<file path="config.mk">
export PLATFORM = sky130hd
export DESIGN_NAME = if_sramlike_fetch
export DESIGN_NICKNAME = d
export VERILOG_FILES = /design/src/rtl/if_sramlike_fetch.sv
export SDC_FILE = /design/constraint.sdc
export NUM_CORES = 1
export LEC_CHECK = 0
export BUFFER_PORTS_ARGS = -buffer_cell sky130_fd_sc_hd__buf_4
export CAP_MARGIN = 20
export CORE_ASPECT_RATIO = 0.5
export CORE_MARGIN = 2
export CORE_UTILIZATION = 25
export DETAILED_ROUTE_END_ITERATION = 7
export HOLD_SLACK_MARGIN = 0.12
export SYNTH_ARGS = -nofsm -noshare
export SYNTH_HDL_FRONTEND = slang
export SYNTH_SLANG_ARGS = --single-unit
</file>
<file path="constraint.sdc">
create_clock -name clk -period 2.1 [get_ports clk]
set_input_delay 0.315 -clock clk [delete_from_list [all_inputs] [get_ports clk]]
set_output_delay 0.315 -clock clk [all_outputs]
set_load 0.005 [all_outputs]
</file>
<file path="src/rtl/if_sramlike_fetch.sv">
// Instruction-fetch front end: owns the fetch PC, drives the sram-like instruction
// bus with at most one request in flight, and registers one instruction per delivery.
//
// state | meaning
// RST   | first cycle after reset, no request
// REQ   | request fetch_pc (or deliver an adel bubble for a misaligned fetch_pc)
// WAIT  | request accepted, waiting for data_ok (word dropped if discard is set)
// HOLD  | word captured in hold_inst while decode stalls
module if_sramlike_fetch #(
    parameter logic [31:0] RESET_PC = 32'hBFC0_0000
) (
    input  logic        clk,
    input  logic        rstn,
    input  logic        stall,
    input  logic        redirect_valid,
    input  logic [31:0] redirect_pc,
    output logic        inst_req,
    output logic        inst_wr,
    output logic [1:0]  inst_size,
    output logic [31:0] inst_addr,
    input  logic [31:0] inst_rdata,
    input  logic        inst_addr_ok,
    input  logic        inst_data_ok,
    output logic [31:0] pc_out,
    output logic [31:0] inst_out,
    output logic        inst_valid,
    output logic        adel
);

    typedef enum logic [1:0] {
        RST  = 2'd0,
        REQ  = 2'd1,
        WAIT = 2'd2,
        HOLD = 2'd3
    } state_t;

    state_t      state, state_nxt;
    logic [31:0] fetch_pc, fetch_pc_nxt;
    logic [31:0] req_pc, req_pc_nxt;
    logic [31:0] hold_inst, hold_inst_nxt;
    logic        discard, discard_nxt;
    logic        adel_sent, adel_sent_nxt;

    logic        dlv;
    logic        dlv_adel;
    logic [31:0] dlv_pc;
    logic [31:0] dlv_inst;
    logic        pc_aligned;

    assign pc_aligned = (fetch_pc[1:0] == 2'b00);
    assign inst_wr    = 1'b0;
    assign inst_size  = 2'b10;
    assign inst_addr  = fetch_pc;

    always_ff @(posedge clk or negedge rstn) begin
        if (!rstn) begin
            state     <= RST;
            fetch_pc  <= RESET_PC;
            req_pc    <= 32'd0;
            hold_inst <= 32'd0;
            discard   <= 1'b0;
            adel_sent <= 1'b0;
        end else begin
            state     <= state_nxt;
            fetch_pc  <= fetch_pc_nxt;
            req_pc    <= req_pc_nxt;
            hold_inst <= hold_inst_nxt;
            discard   <= discard_nxt;
            adel_sent <= adel_sent_nxt;
        end
    end

    always_comb begin
        state_nxt     = state;
        fetch_pc_nxt  = fetch_pc;
        req_pc_nxt    = req_pc;
        hold_inst_nxt = hold_inst;
        discard_nxt   = discard;
        adel_sent_nxt = adel_sent;
        inst_req      = 1'b0;
        dlv           = 1'b0;
        dlv_adel      = 1'b0;
        dlv_pc        = req_pc;
        dlv_inst      = 32'd0;

        case (state)
            RST: begin
                state_nxt = REQ;
            end
            REQ: begin
                inst_req = pc_aligned;
                if (redirect_valid) begin
                    fetch_pc_nxt  = redirect_pc;
                    adel_sent_nxt = 1'b0;
                    // request accepted in the same cycle is already stale
                    if (pc_aligned && inst_addr_ok) begin
                        req_pc_nxt  = fetch_pc;
                        discard_nxt = 1'b1;
                        state_nxt   = WAIT;
                    end
                end else if (pc_aligned) begin
                    if (inst_addr_ok) begin
                        req_pc_nxt = fetch_pc;
                        state_nxt  = WAIT;
                    end
                end else if (!adel_sent && !stall) begin
                    dlv           = 1'b1;
                    dlv_adel      = 1'b1;
                    dlv_pc        = fetch_pc;
                    adel_sent_nxt = 1'b1;
                end
            end
            WAIT: begin
                if (redirect_valid) begin
                    fetch_pc_nxt  = redirect_pc;
                    adel_sent_nxt = 1'b0;
                    if (inst_data_ok) begin
                        discard_nxt = 1'b0;
                        state_nxt   = REQ;
                    end else begin
                        discard_nxt = 1'b1;
                    end
                end else if (inst_data_ok) begin
                    if (discard) begin
                        discard_nxt = 1'b0;
                        state_nxt   = REQ;
                    end else if (!stall) begin
                        dlv          = 1'b1;
                        dlv_inst     = inst_rdata;
                        fetch_pc_nxt = req_pc + 32'd4;
                        state_nxt    = REQ;
                    end else begin
                        hold_inst_nxt = inst_rdata;
                        state_nxt     = HOLD;
                    end
                end
            end
            HOLD: begin
                if (redirect_valid) begin
                    fetch_pc_nxt  = redirect_pc;
                    adel_sent_nxt = 1'b0;
                    state_nxt     = REQ;
                end else if (!stall) begin
                    dlv          = 1'b1;
                    dlv_inst     = hold_inst;
                    fetch_pc_nxt = req_pc + 32'd4;
                    state_nxt    = REQ;
                end
            end
            default: begin
                state_nxt = RST;
            end
        endcase
    end

    // Non-delivering unstalled edges load a nop bubble; pc_out keeps the last PC.
    always_ff @(posedge clk or negedge rstn) begin
        if (!rstn) begin
            pc_out     <= 32'd0;
            inst_out   <= 32'd0;
            inst_valid <= 1'b0;
            adel       <= 1'b0;
        end else if (!stall) begin
            if (dlv) begin
                pc_out     <= dlv_pc;
                inst_out   <= dlv_inst;
                inst_valid <= 1'b1;
                adel       <= dlv_adel;
            end else begin
                inst_out   <= 32'd0;
                inst_valid <= 1'b0;
                adel       <= 1'b0;
            end
        end
    end

endmodule

</file>
==> results.ini <==
[outcome]
status = finished clean

[logic_synthesis]
yosysSeqAreaShare = 0.5424
netlist_area_um2 = 7680
synth_seq_cells = 166
async_reset_ff_frac = 1.000
synth_top_area_cell = dfrtp_1
synth_warnings = 0
ys_top_cells_by_area = dfrtp_1 51%, mux2_2 8.4%, o21ai_0 6.8%
postSynthCellCount = 739
synth.top_cell.area_share = 0.5116
synth_flop_cell = dfrtp_1
synth_cell_type_count = 51
synth_edf_count = 0
syn_area_per_cell_um2 = 10.39

[timing]
drv_slew = 0
fmax_ghz = 0.5086
rsz0062_at_grt = false
hold_viol = 0
fin_skew_ns = 0.01344
min_period_ns = 1.966
setup_violations = 0
fin_tns_setup_ns = 0
period_share = 0.9362
relSlewSlack = 0.6375
worstMarginPinSlew_ns = 0.5438

[final_layout]
layout.nets = 1022
antenna_cells = 0
drive_gt1_frac = 0.3399
stdcell_area_um2 = 10710
area_delta_synth_final_pct = 39.49
n_fill_cell = 3017

[cts]
postCtsSetupBuffers = 0
cts-root-buf = clkbuf_16
path_clk_slew_ns = 0.07
cts_sinks = 166
cts_buffer_depth = 2
numCtsBuffers = 17
htreeDepth = 4
insertion_delay_ns = 0.44
tritoncts = built

[floorplan]
rows = 45
fp.dieH_um = 127.9
io_pins = 172
die_width_um = 251.9
die_area_um2 = 32220
initial_core_util = 0.2535
core_area_um2 = 30290

[placed_design]
routabilityCongestion = 0.8044
hpwl_mm = 15.82
placed_cell_area_um2 = 9728
portBuffers = 168

[critical_path]
startpoint_type = flip-flop
r2r-end = inst_addr[18]
r2r_start = req_pc[3]
slowest_delay_ns = 0.45
end_kind = flip-flop
crit_fanout = 6
critical_path_class = reg2reg
rrSetupSlack_ns = 0.13
crit_chain = ha_2, nand4_1, or3_4, or3_1, a311oi_1, a21o_1
r2r.worst_path.cells = 6
required_ns = 2.48
crit_arrival_ns = 2.34
critPathSlowestCell = or3_4

[route]
final_antenna_net_count = 0
drc_errors = 0
via_count = 6393
drtIter0Drc = 362
finalWirelength_mm = 23.07
vias_per_cell = 4.708
first_pass_iters = 5
post_drt_wl_per_cell_um = 16.99

[power]
finalPower_mw = 13.53
powerDensity_nw_per_um2 = 1263
p_leak_nw = 4.759
irDropWorstVdd_v = 0.0005371

[global_route]
first_global_vias = 6673
antenna_found_initial = 0
grt_usage = 0.1458
overflow = 0
grt_pass1_wl_mm = 36.65
grt_max_degree = 52

[min_path]
min_path_cells = 2
min_to = hold_inst[3]
hp-start = inst_rdata[3]
hp-class = in2reg

[flow_run]
cap_violations = 0

==> cells in the final DEF, fill, tap and decap left out, types with 10 or more instances in the layout <==
cell type / instances
dfrtp_1: 156
nor3_1: 12
inv_1: 10
nand2_1: 119
a22oi_1: 32
nor2_1: 23
nand3_1: 12
clkbuf_16: 17
buf_12: 11
a21oi_1: 13
mux2i_1: 35
dlygate4sd3_1: 31
o21ai_0: 104
buf_4: 194
mux2_2: 57
==> through the flow <==
step | hold WS, ns | instances | worst slack, ns | util
floorplan | 0.01941 | 740 | 0.03102 | -
CTS | 0.1218 | 1358 | 0.005224 | 0.3525
detailed placement | 0.3123 | 1295 | 0.02506 | 0.3211
global placement | 0.3015 | 1295 | 0.07165 | 0.3211
finish | 0.1392 | 1358 | 0.1340 | 0.3537
global route | 0.1224 | 1358 | 0.0009750 | 0.3537
==> what timing repair did <==
action | in CTS | in global routing
resized for setup | 1 | 10
endpoints found under the setup margin | 1 | 42
hold endpoints to repair | 75 | 0
gates cloned | 0 | 0
hold buffers | 31 | 0
==> critical path: cells and delay by family, from the launching register on <==
kind	cells	cell delay, ns
and+or+nand+nor	3	0.87
DFF	1	0.41
adders and majority gates	1	0.24
AOI/OAI and AO/OA	2	0.39
==> sequential cells by signal, summed over array words and instances (netlist names) <==
signal and count:
adel 1, adel_sent 1, discard 1, hold_inst 32
inst_addr 32, inst_out 32, inst_valid 1, pc_out 32
req_pc 32, state 2
==> cells by family after synthesis <==
family	Yosys count	synth area share
simple gates	209	0.1220
compound gates	187	0.1455
flops	166	0.5424
mux	92	0.1292
buf+inv	62	0.03307
xor+xnor	15	0.01711
fa+ha+maj	6	0.009775
other cells	2	0.0009779
==> cell usage after synthesis (all sizes together) (2+ instances only) <==
master,n
nor2b,3
a21oi,13
a21boi,2
clkbuf,38
conb,2
a31oi,3
a311oi,2
nand3,13
mux2,57
ha,6
a21o,3
mux2i,35
or4,2
and2,2
a22oi,32
o22ai,2
o211ai,3
xor2,9
dfrtp,157
nand4,9
nand2,119
inv,11
o31ai,3
o21ai,108
or3,3
and4,4
o31a,5
nor4,8
a31o,4
nor3,14
nor2,25
buf,13
and3,5
dfstp,9
xnor2,6
==> worst max-delay path by stage <==
stage	start	end	slack, ns	cells after the start
finish	req_pc[3]	inst_addr[18]	0.13	6
global route	req_pc[3]	inst_addr[24]	0.001	7
CTS	req_pc[3]	inst_addr[20]	0.005	6
detailed placement	req_pc[3]	inst_addr[20]	0.03	6
global placement	req_pc[11]	inst_addr[21]	0.07	5
floorplan	req_pc[2]	inst_addr[18]	0.03	7
==> power by group <==
part / switching (mW) / internal [mW] / total (mW)
clock network: 1.45 / 2.03 / 3.48
logic: 2.28 / 2.41 / 4.69
registers: 1.03 / 4.33 / 5.36
==> cell type report <==
cell class / instances / area, µm² / area share
Sequential cell: 166 / 4167 / 0.3889
Multi-Input combinational cell: 512 / 3358 / 0.3135
Timing Repair Buffer: 238 / 2009 / 0.1876
Tap cell: 399 / 499.2 / 0.04660
Clock buffer: 18 / 429.2 / 0.04006
Clock inverter: 14 / 209.0 / 0.01950
Inverter: 11 / 41.29 / 0.003854
==> routing by layer <==
layer / global-route usage / vias up / share of wire
met5: 0 / - / 0
met4: 0.07692 / 0 / 0.041
met3: 0.03371 / 51 / 0.040
met2: 0.2455 / 122 / 0.49
met1: 0.1756 / 3183 / 0.42
li1: - / 3037 / -
Power figures use the tool's default switching activity.
